### src/rtl/mem_write_arbiter.sv
// Round-robin arbiter sharing the Hack RAM write port among four requesters.
// Optional grant locking is enabled with MEM_WRITE_ARBITER_LOCK_EN.
module mem_write_arbiter #(
    parameter int WIDTH      = 16,
    parameter int ADDR_WIDTH = 15
) (
    input  logic                    clk,
    input  logic                    rst_n,
    input  logic [3:0]              req_valid,
    input  logic [4*ADDR_WIDTH-1:0] req_addr,
    input  logic [4*WIDTH-1:0]      req_data,
`ifdef MEM_WRITE_ARBITER_LOCK_EN
    input  logic [3:0]              req_lock,
`endif
    output logic [3:0]              req_ready,
    input  logic                    mem_busy,
    output logic                    mem_load,
    output logic [ADDR_WIDTH-1:0]   mem_addr,
    output logic [WIDTH-1:0]        mem_data,
    output logic [1:0]              grant_id
);

`ifdef MEM_WRITE_ARBITER_LOCK_EN
    typedef enum logic {IDLE, LOCKED} state_t;
`else
    typedef enum logic {IDLE} state_t;
`endif

    state_t     state, state_n;
    logic [1:0] ptr, ptr_n;
    logic [1:0] win;
    logic       found;
    logic       xfer;

`ifdef MEM_WRITE_ARBITER_LOCK_EN
    logic [1:0] owner, owner_n;
`endif

    // Scan from the highest offset down so the lowest offset from ptr wins.
    always_comb begin
        found = 1'b0;
        win   = ptr;
        for (int k = 3; k >= 0; k--) begin
            logic [1:0] idx;
            idx = ptr + 2'(k);
            if (req_valid[idx]) begin
                found = 1'b1;
                win   = idx;
            end
        end
`ifdef MEM_WRITE_ARBITER_LOCK_EN
        if (state == LOCKED) begin
            found = req_valid[owner];
            win   = owner;
        end
`endif
    end

    always_comb begin
        req_ready = 4'b0000;
        if (rst_n && found && !mem_busy)
            req_ready[win] = 1'b1;
    end

    assign xfer = |(req_valid & req_ready);

    always_comb begin
        state_n = state;
        ptr_n   = ptr;
`ifdef MEM_WRITE_ARBITER_LOCK_EN
        owner_n = owner;
        unique case (state)
            IDLE: begin
                if (xfer) begin
                    ptr_n = win + 2'd1;
                    if (req_lock[win]) begin
                        state_n = LOCKED;
                        owner_n = win;
                    end
                end
            end
            LOCKED: begin
                // Busy stalls the lock; release on owner drop or unlocked transfer.
                if (!mem_busy) begin
                    if (!req_valid[owner] || (xfer && !req_lock[owner])) begin
                        state_n = IDLE;
                        ptr_n   = owner + 2'd1;
                    end
                end
            end
            default: state_n = IDLE;
        endcase
`else
        if (state == IDLE && xfer)
            ptr_n = win + 2'd1;
        state_n = IDLE;
`endif
    end

    always_ff @(posedge clk) begin
        if (!rst_n) begin
            state <= IDLE;
            ptr   <= 2'd0;
`ifdef MEM_WRITE_ARBITER_LOCK_EN
            owner <= 2'd0;
`endif
        end else begin
            state <= state_n;
            ptr   <= ptr_n;
`ifdef MEM_WRITE_ARBITER_LOCK_EN
            owner <= owner_n;
`endif
        end
    end

    always_ff @(posedge clk) begin
        if (!rst_n) begin
            mem_load <= 1'b0;
            mem_addr <= '0;
            mem_data <= '0;
            grant_id <= 2'd0;
        end else begin
            mem_load <= xfer;
            if (xfer) begin
                mem_addr <= req_addr[win*ADDR_WIDTH +: ADDR_WIDTH];
                mem_data <= req_data[win*WIDTH +: WIDTH];
                grant_id <= win;
            end
        end
    end

endmodule

### config.mk
export PLATFORM = sky130hd
export DESIGN_NAME = mem_write_arbiter
export DESIGN_NICKNAME = d
export VERILOG_FILES = /design/src/rtl/mem_write_arbiter.sv
export SDC_FILE = /design/constraint.sdc
export NUM_CORES = 1
export LEC_CHECK = 0
export ABC_AREA = 1
export BUFFER_PORTS_ARGS = -buffer_cell sky130_fd_sc_hd__buf_2
export CORE_ASPECT_RATIO = 1.1
export CORE_MARGIN = 3
export CORE_UTILIZATION = 40
export CTS_CLUSTER_DIAMETER = 80
export DETAILED_ROUTE_END_ITERATION = 10
export GPL_ROUTABILITY_DRIVEN = 0
export GPL_TIMING_DRIVEN = 1
export PLACE_DENSITY = 0.84
export SLEW_MARGIN = 10
export SYNTH_ARGS = -nofsm -noshare
export SYNTH_HDL_FRONTEND = slang
export SYNTH_SLANG_ARGS = --single-unit
### constraint.sdc
create_clock -name clk -period 4.95 [get_ports clk]
set_input_delay 0.495 -clock clk [delete_from_list [all_inputs] [get_ports clk]]
set_output_delay 0.495 -clock clk [all_outputs]
set_load 0.02 [all_outputs]
Yosys cells after proc, flatten, opt, wreduce, memory -nomap -nowiden
Cells that the tools add are included.
{"block": "totals", "ff_bits": 36, "latch_bits": 0, "mem_bits_rw": 0, "rom_bits": 0, "output_inout_bits": 38, "n_memories": 0}
{"block": "classes", "n_addsub": 4, "multipliers": 1, "n_div": 0, "magnitude_cmp": 6, "n_eq_ne": 0, "shift": 2, "n_mux": 19, "n_bitwise": 1, "n_reduce_logical": 5}
{"op": "$shiftx 64x7->16", "n": 1}
{"op": "$shiftx 60x7->15", "n": 1}
{"op": "$lt 2x3->1 const B", "n": 5}
{"op": "$mux 1", "n": 9}
{"op": "$bmux 1 s2", "n": 4}
{"op": "$mux 2", "n": 4}
{"op": "$mul 2x4->6 const B", "n": 1}
{"op": "$add 2x1->2 const B", "n": 2}
{"op": "$add 2x2->2 const B", "n": 2}
{"op": "$and 4x4->4", "n": 1}
{"op": "$mux 4", "n": 1}
{"op": "$reduce_or 4->1", "n": 1}
{"op": "$logic_and 1x1->1", "n": 3}
{"op": "$demux 1 s2", "n": 1}
{"op": "$ge 2x1->1 const B", "n": 1}
{"op": "$logic_not 1->1", "n": 1}

Longest topological paths before layout
Gate-level depths: netlist (run 1).
{"block": "depth", "ltp_word": 14, "ltp_mapped": 18, "depth_no_buf": 16}

Worst setup path after synthesis (run 1)
OpenSTA, ideal clock, no wires.
{"block": "synth_timing", "path_type": "input to output", "startpoint": "input port req_valid[1]", "endpoint": "output port req_ready[3]", "arrival_ns": 1.868, "required_ns": 4.455, "slack_ns": 2.587, "path_stages": 11, "path_buffers": 1, "cell_sequence": "inv_1 -> o21ai_1 -> nand2_1 -> nand2_1 -> nand2_1 -> nand2_2 -> nand3_4 -> nand2_4 -> inv_4 -> buf_6 -> nor3_1"}
{"block": "synth_between", "elab_chain_len": 11, "word_cells_on_any_way": 24, "cone_classes": "2 x order compare; 19 x mux; 3 x reduce/logical"}
{"item": "from (decl)", "line_no": "9", "rtl": "input logic [3:0] req_valid,"}
{"item": "$bmux 1 s2", "line_no": "46", "rtl": "if (req_valid[idx]) begin"}
{"item": "$mux 1 (not written as such)", "line_no": "46"}
{"item": "$mux 2 (4 in a row)", "line_no": "46"}
{"item": "$lt 2x3->1 (not written as such) or $ge 2x1->1 (tied branches)", "line_no": "62", "rtl": "req_ready[win] = 1'b1;"}
{"item": "$logic_and 1x1->1 (not written as such)", "line_no": "62"}
{"item": "$mux 1 (not written as such)", "line_no": "62"}
{"item": "$demux 1 s2", "line_no": "62"}
{"item": "$mux 4 (*)", "line_no": "61", "rtl": "if (rst_n && found && !mem_busy)"}
{"item": "to (decl)", "line_no": "15", "rtl": "output logic [3:0] req_ready,"}
Every way passes the cells marked *; elsewhere a longest branch is shown, timed or not. The select of a mux whose other input is x is not followed.

Final worst setup path (run 1)
{"block": "layout_timing", "startpoint": "register ptr[0]", "endpoint": "output port req_ready[0]"}
{"block": "layout_between", "elab_chain_len": 12, "word_cells_on_any_way": 27, "cone_classes": "3 x add/sub; 2 x order compare; 19 x mux; 3 x reduce/logical"}
{"item": "from (decl)", "line_no": "30", "rtl": "logic [1:0] ptr, ptr_n;"}
{"item": "from (signal assigned)", "line_no": "109", "rtl": "ptr <= ptr_n;"}
{"item": "$add 2x2->2", "line_no": "45", "rtl": "idx = ptr + 2'(k);"}
{"item": "$bmux 1 s2", "line_no": "46"}
{"item": "$mux 1 (not written as such)", "line_no": "46"}
{"item": "$mux 2 (4 in a row)", "line_no": "46"}
{"item": "$lt 2x3->1 (not written as such) or $ge 2x1->1 (tied branches)", "line_no": "62"}
{"item": "$logic_and 1x1->1 (not written as such)", "line_no": "62"}
{"item": "$mux 1 (not written as such)", "line_no": "62"}
{"item": "$demux 1 s2", "line_no": "62"}
{"item": "$mux 4 (*)", "line_no": "61"}
Marked as above.

==> results of run 1 <==
[cells in the mapped netlist]
master	n
nand2_1	154
inv_1	133
nand3_1	104
nor2_1	66
dfxtp_1	36
nand3b_1	29
buf_2	17
buf_4	6
buf_6	5
clkbuf_1	4
inv_2	4
nand2_2	3
a21oi_1	2
inv_4	2
nand2_4	2
o211ai_1	2
nand3_2	1
nand3_4	1
nor3_1	1
o21ai_0	1
o21ai_1	1
o21ai_2	1
[cell families (layout without fill, tap and decap cells)]
logic type             Yosys count  after routing  share of synthesized area, %
AOI/OAI and AO/OA                7              7                          1.40
DFF                             36             36                          23.0
buffers and inverters          171            317                          23.3
and+or+nand+nor                361            361                          52.3
[power groups by stage]
stage	logic, mW	clock network (mW)	registers [mW]
after CTS	0.616	0.229	0.339
after global routing	0.702	0.241	0.345
after detailed placement	0.614	0	0.346
after global placement	0.606	0	0.346
after floorplan	0.463	0	0.380
final	0.614	0.217	0.339
[stage by stage]
| step | cells | instance area [um2] | hold slack, ns |
|---|---|---|---|
| global placement | 818 | 3920 | 0.458 |
| finish | 826 | 4010 | 0.481 |
| global route | 826 | 4010 | 0.516 |
| detailed placement | 818 | 3920 | 0.475 |
| floorplan | 575 | 3130 | 0.558 |
| CTS | 826 | 4010 | 0.490 |
[routing by layer]
metal	vias up	track usage [%]	routed length [um]
met1	1597	24.9	3720
met2	136	33.5	4250
met5	-	0	0
li1	1997	-	-
met3	13	5.42	805
met4	0	6.12	108
[state kept, by name, summed over array words and instances (netlist names)]
name / count
mem_data: 16
ptr: 2
mem_load: 1
mem_addr: 15
grant_id: 2
[critical path, cell delays in order, from the launching register on]
cell     delay (ns)
dfxtp_1        0.58
nand2_1        0.13
nand3_1        0.13
nand2_1        0.06
inv_1          0.06
nand2_1        0.06
nand2_2        0.09
nand2_2        0.07
nand2_4        0.28
nand2_4        0.44
inv_4          0.44
nand2_1        0.17
nor2_1         0.13
buf_2          0.20
[worst paths after layout]
check                                 from                       end  slack (ns)  cells after the start
hold / removal    mem_addr[8]$_SDFFE_PN0P_  mem_addr[8]$_SDFFE_PN0P_        0.48                      2
setup reg to reg       ptr[0]$_SDFFE_PN0P_       ptr[1]$_SDFFE_PN0P_        2.10                     13
setup / recovery       ptr[0]$_SDFFE_PN0P_              req_ready[0]        1.31                     13
hold reg to reg   mem_addr[8]$_SDFFE_PN0P_  mem_addr[8]$_SDFFE_PN0P_        0.48                      2
[final cells by class]
class,instances,share of cell area [%]
Multi-Input combinational cell,368,42.0
Inverter,139,13.1
Timing Repair Buffer,170,21.4
Tap cell,105,3.28
Clock buffer,8,2.25
Sequential cell,36,18.0
==> results.md, run 1 <==
* Status: completed
* Pwr/cell area at 292 mW/mm2
* Synth Instances at 575
* Setup CP Type: flip-flop to output port
* CTS tree: built
* H-Tree Depth at 2
* Port bufs at 168
* DRT Pass-1 Iters at 4
* Max-slew headroom at 21.7%
* Combinational share of power at 52.5%
* Most common cell after layout, fill and taps aside: buf_2
* YS warnings at 0
* Setup TNS at 0 ns
* Layout overhead on the synthesized area at 28.0%
* Pre-CTS setup slack at 1.60 ns
* Clk network pwr share at a little under a fifth
* Die H at 98.8 um
* Longest Clk Path Bufs at 2
* Most frequent cells in the layout: buf_2 (168), nand2_1 (154), inv_1 (133)
* Measured slew at the worst slew-check pin at 1.17 ns
* Antenna violations before repair at 0
* Seq pwr share at 29.0%
* Count of final hold-check violations at 0
* Seq/Total Area, Yosys at 23.0%
* Yosys reg bits at 36
* Final setup viols at 0
* Startpoint types: flip-flop
* Routed Wire Length at between 8000 and 9000 um
* Internal Pwr Total at approximately 0.65 mW
* Synth area leader: dfxtp_1
* Unique cell type count in the Yosys netlist at 22
* Post-synth net total at between 700 and 800
* Maxcap violations at 0
* Post-DP HPWL at 6510 um
* Setup bufs post-CTS at 0
* Vias at 3743
* Mapped Area at 0.00313 mm2
* Starting Density at 41.7%
* RSZ-0062 raised after global routing: no
* Peak supply drop at 265 uV
* Fill cells at 841
* WL/cell at 10.8 um
* Fin worst setup slack at roughly 1.3 ns
* Vias in the first global route at 3459
* Skew-Pair Late Insertion Delay at approximately 0.28 ns
* Fin util at between 50% and 60%
* CTS sink cnt at 36
* Layout net count at 851
* Ports at ~170
* Largest net degree at the start of global routing at 70
* Share of the synthesized area in the top cell type at between 20% and 30%
* CP arrival at roughly 3.1 ns
* Main area contributors after synthesis: dfxtp_1 (23%), nand2_1 (18%), nand3_1 (17%)
* Reg area at a little over 700 um2
* Leakage at 2.61 nW
* Avg Inst Size Synth at 5.44 um2
* Max-slew violations at 0
* Sw frac at 44.4%
* Req. time, crit path at 4.45 ns
* Area occupied by multi-input gates at 0.00168 mm2
* Post-route clock skew at 0.00200 ns
* Die W at about 90 um
* # diodes at 0
* Worst Setup End Kind: output port
* Max Fclk at 275 MHz
* First-pass GRT wire length at 15000 um
* Power Total at roughly 1.2 mW
* Cts repair resizes at 0
* Switch Pwr at 0.519 mW
* TritonCTS buffer count at 5
* CORE AREA at 0.00751 mm2
* DRC Markers at 0
* Via/cell ratio at 4.53
* Starting DRT DRC Count at 199
* Final Cycle Share at around three quarters
* Post-DRT Antenna Nets at 0
* Root Buffer Master: clkbuf_8
* Global route overflow at 0
* Die ar. at 0.00893 mm2
* Clk slew on worst S/H paths at 0.07 ns
* Crit Path Max Fanout at 64
* Cts hold-fix bufs at 0
* Total GRT Usage at 19.9%
* Fin crit period at 3.64 ns
* Rows at 33
* Layout cell share with drive strength beyond 1 at 26.4%
* Hold Path Class: flip-flop to flip-flop
No activity file was read; power rests on OpenSTA's default activity.
==> inputs of run 2 (changes only) <==
--- a/config.mk
+++ b/config.mk
@@ -14,7 +14,7 @@
 export DETAILED_ROUTE_END_ITERATION = 10
 export GPL_ROUTABILITY_DRIVEN = 0
 export GPL_TIMING_DRIVEN = 1
-export PLACE_DENSITY = 0.84
+export PLACE_DENSITY = 0.87
 export SLEW_MARGIN = 10
 export SYNTH_ARGS = -nofsm -noshare
 export SYNTH_HDL_FRONTEND = slang
==> constraint.sdc (replaced) <==
create_clock -name clk -period 3.2 [get_ports clk]
set_input_delay 0.32 -clock clk [delete_from_list [all_inputs] [get_ports clk]]
set_output_delay 0.32 -clock clk [all_outputs]
set_load 0.02 [all_outputs]
==> run 2 against run 1 <==
Against the previous run: non-clock buffer count is 6 higher; utilization up 0.80 points; combinational power is 61% higher; final cell count grew 0.73%; clock skew up 0.0024 ns; sequential share of layout area decreased by 0.27 points; critical path type unchanged; critical endpoint is now req_ready[2].
==> results.md, run 2 (same netlist as run 1, synthesis figures left out) <==
* Rows at 33
* Antenna violations before repair at 0
* Root Buffer Master: clkbuf_8
* Crit Path Max Fanout at 37
* DRC Markers at 0
* Setup bufs post-CTS at 0
* Global route overflow at 0
* Status: completed
* Measured slew at the worst slew-check pin at 1.01 ns
* CTS sink cnt at 36
* Fin crit period at approximately 2.9 ns
* Starting DRT DRC Count at 148
* Largest net degree at the start of global routing at 41
* Cts hold-fix bufs at 0
* Cts repair resizes at 0
* Starting Density at 41.7%
* Req. time, crit path at 2.88 ns
* TritonCTS buffer count at 5
* Skew-Pair Late Insertion Delay at ~0.28 ns
* Hold_ws at 0.328 ns
* Vias in the first global route at around 3400
* Clk slew on worst S/H paths at roughly 0.070 ns
* Reg2reg end: mem_addr[1]$_SDFFE_PN0P_
* Routed Wire Length at 9100 um
* Setup CP Type: flip-flop to output port
* Max Fclk at 345 MHz
* R2R Setup Slk at 0.73 ns
* Fill cells at 794
* Longest Clk Path Bufs at 2
* Setup TNS at 0 ns
* # diodes at 0
* Total GRT Usage at around a fifth
* Layout net count at 857
* Die W at 90.4 um
* Peak supply drop at 266 uV
* Ports at 169
* Most common cell after layout, fill and taps aside: buf_2
* Die ar. at roughly 0.009 mm2
* CTS tree: built
* Hold Path Sink: mem_data[4]$_SDFFE_PN0P_
* Post-DP HPWL at 6630 um
* Worst Hold Launch: rst_n
* Area occupied by multi-input gates at 0.00168 mm2
* Die H at 98.8 um
* Final setup viols at 0
* H-Tree Depth at 2
* Post-DRT Antenna Nets at 0
* Layout cell share with drive strength beyond 1 at 27.0%
* RSZ-0062 raised after global routing: no
* Post-route clock skew at 0.00443 ns
* DRT Pass-1 Iters at 5
* Maxcap violations at 0
* First-pass GRT wire length at 14700 um
* Via/cell ratio at 4.59
* Final Cycle Share at roughly nine tenths
* Largest regs: mem_data (16), mem_addr (15)
* Leakage at 2.64 nW
* Fin worst setup slack at ~0.30 ns
* CP arrival at 2.58 ns
* Pwr/cell area at 455 mW/mm2
* Reg-to-reg startpoint: ptr[0]$_SDFFE_PN0P_
* Dpl cells at 824
* Vias at approximately 3800
* Layout overhead on the synthesized area at 29.9%
* Count of final hold-check violations at 0
* Port bufs at 168
* Worst Setup End Kind: output port
* Largest register FFs at 16
* Startpoint types: flip-flop
* Reg area at 721 um2
* WL/cell at 10.9 um
* Hold Path Class: input port to flip-flop
* CORE AREA at 0.00751 mm2
* Max-slew violations at 0
* Worst Reg-to-Reg Cells at 16
* Pre-CTS setup slack at about 0.54 ns
* Max-slew headroom at 32.3%
* Finished Layout Cells at 832
* Reg with most FFs: mem_data
* Most frequent cells in the layout: buf_2 (168), nand2_1 (154), inv_1 (133)
* Hold path depth at 3
## run 2: cell count changes in the layout (fill, tap and decap cells not counted)
cell,change
buf_4,+5
inv_6,+1
inv_4,-1
buf_12,+1
## run 2: worst max-delay path by stage
stage	slack [ns]	cells past startpoint	end	startpoint
finish	0.30	13	req_ready[2]	ptr[0]$_SDFFE_PN0P_
floorplan	1.07	13	req_ready[3]	ptr[0]$_SDFFE_PN0P_
detailed placement	0.54	13	req_ready[2]	ptr[0]$_SDFFE_PN0P_
global route	0.008	13	req_ready[2]	ptr[0]$_SDFFE_PN0P_
CTS	0.21	13	req_ready[2]	ptr[0]$_SDFFE_PN0P_
global placement	0.61	13	req_ready[2]	ptr[0]$_SDFFE_PN0P_
## run 2: final cells by class
type / count / area share, %
repair buffers: 176 / 22.5
well taps: 105 / 3.23
multi-input cells: 368 / 41.4
inverters: 139 / 13.0
flip-flops and latches: 36 / 17.7
clock buffers: 8 / 2.22
## run 2: power breakdown
part | total [mW] | switching (mW) | internal (mW)
Sequential | 0.526 | 0.0291 | 0.497
Clock | 0.333 | 0.157 | 0.176
Combinational | 0.991 | 0.636 | 0.355
Total | 1.85 | 0.823 | 1.03
## run 2: stage by stage
step | utilization (%) | instance area (um2) | power, mW
floorplan | - | 3130 | 1.30
global placement | 52.9 | 3970 | 1.51
detailed placement | 52.9 | 3970 | 1.52
CTS | 54.1 | 4060 | 1.87
global route | 54.1 | 4070 | 2.01
finish | 54.1 | 4070 | 1.85
## run 2: critical path, cell delays in order (launching register included)
cell and delay [ns]:
dfxtp_1 0.59, nand2_1 0.09, o21ai_1 0.12, nand2_1 0.10, nand2_1 0.09, nand2_1 0.07
nand2_2 0.09, nand2_2 0.07, nand2_4 0.07, nand2_4 0.24, inv_6 0.32, nand2_1 0.16
nor2_1 0.12, buf_2 0.17
## run 2: layer usage
layer	vias up	share of wire (%)	track usage [%]
li1	2010	-	-
met1	1648	41	22.9
met2	157	50	35.9
met3	6	8.4	4.27
met4	0	0.69	4.59
met5	-	0	0
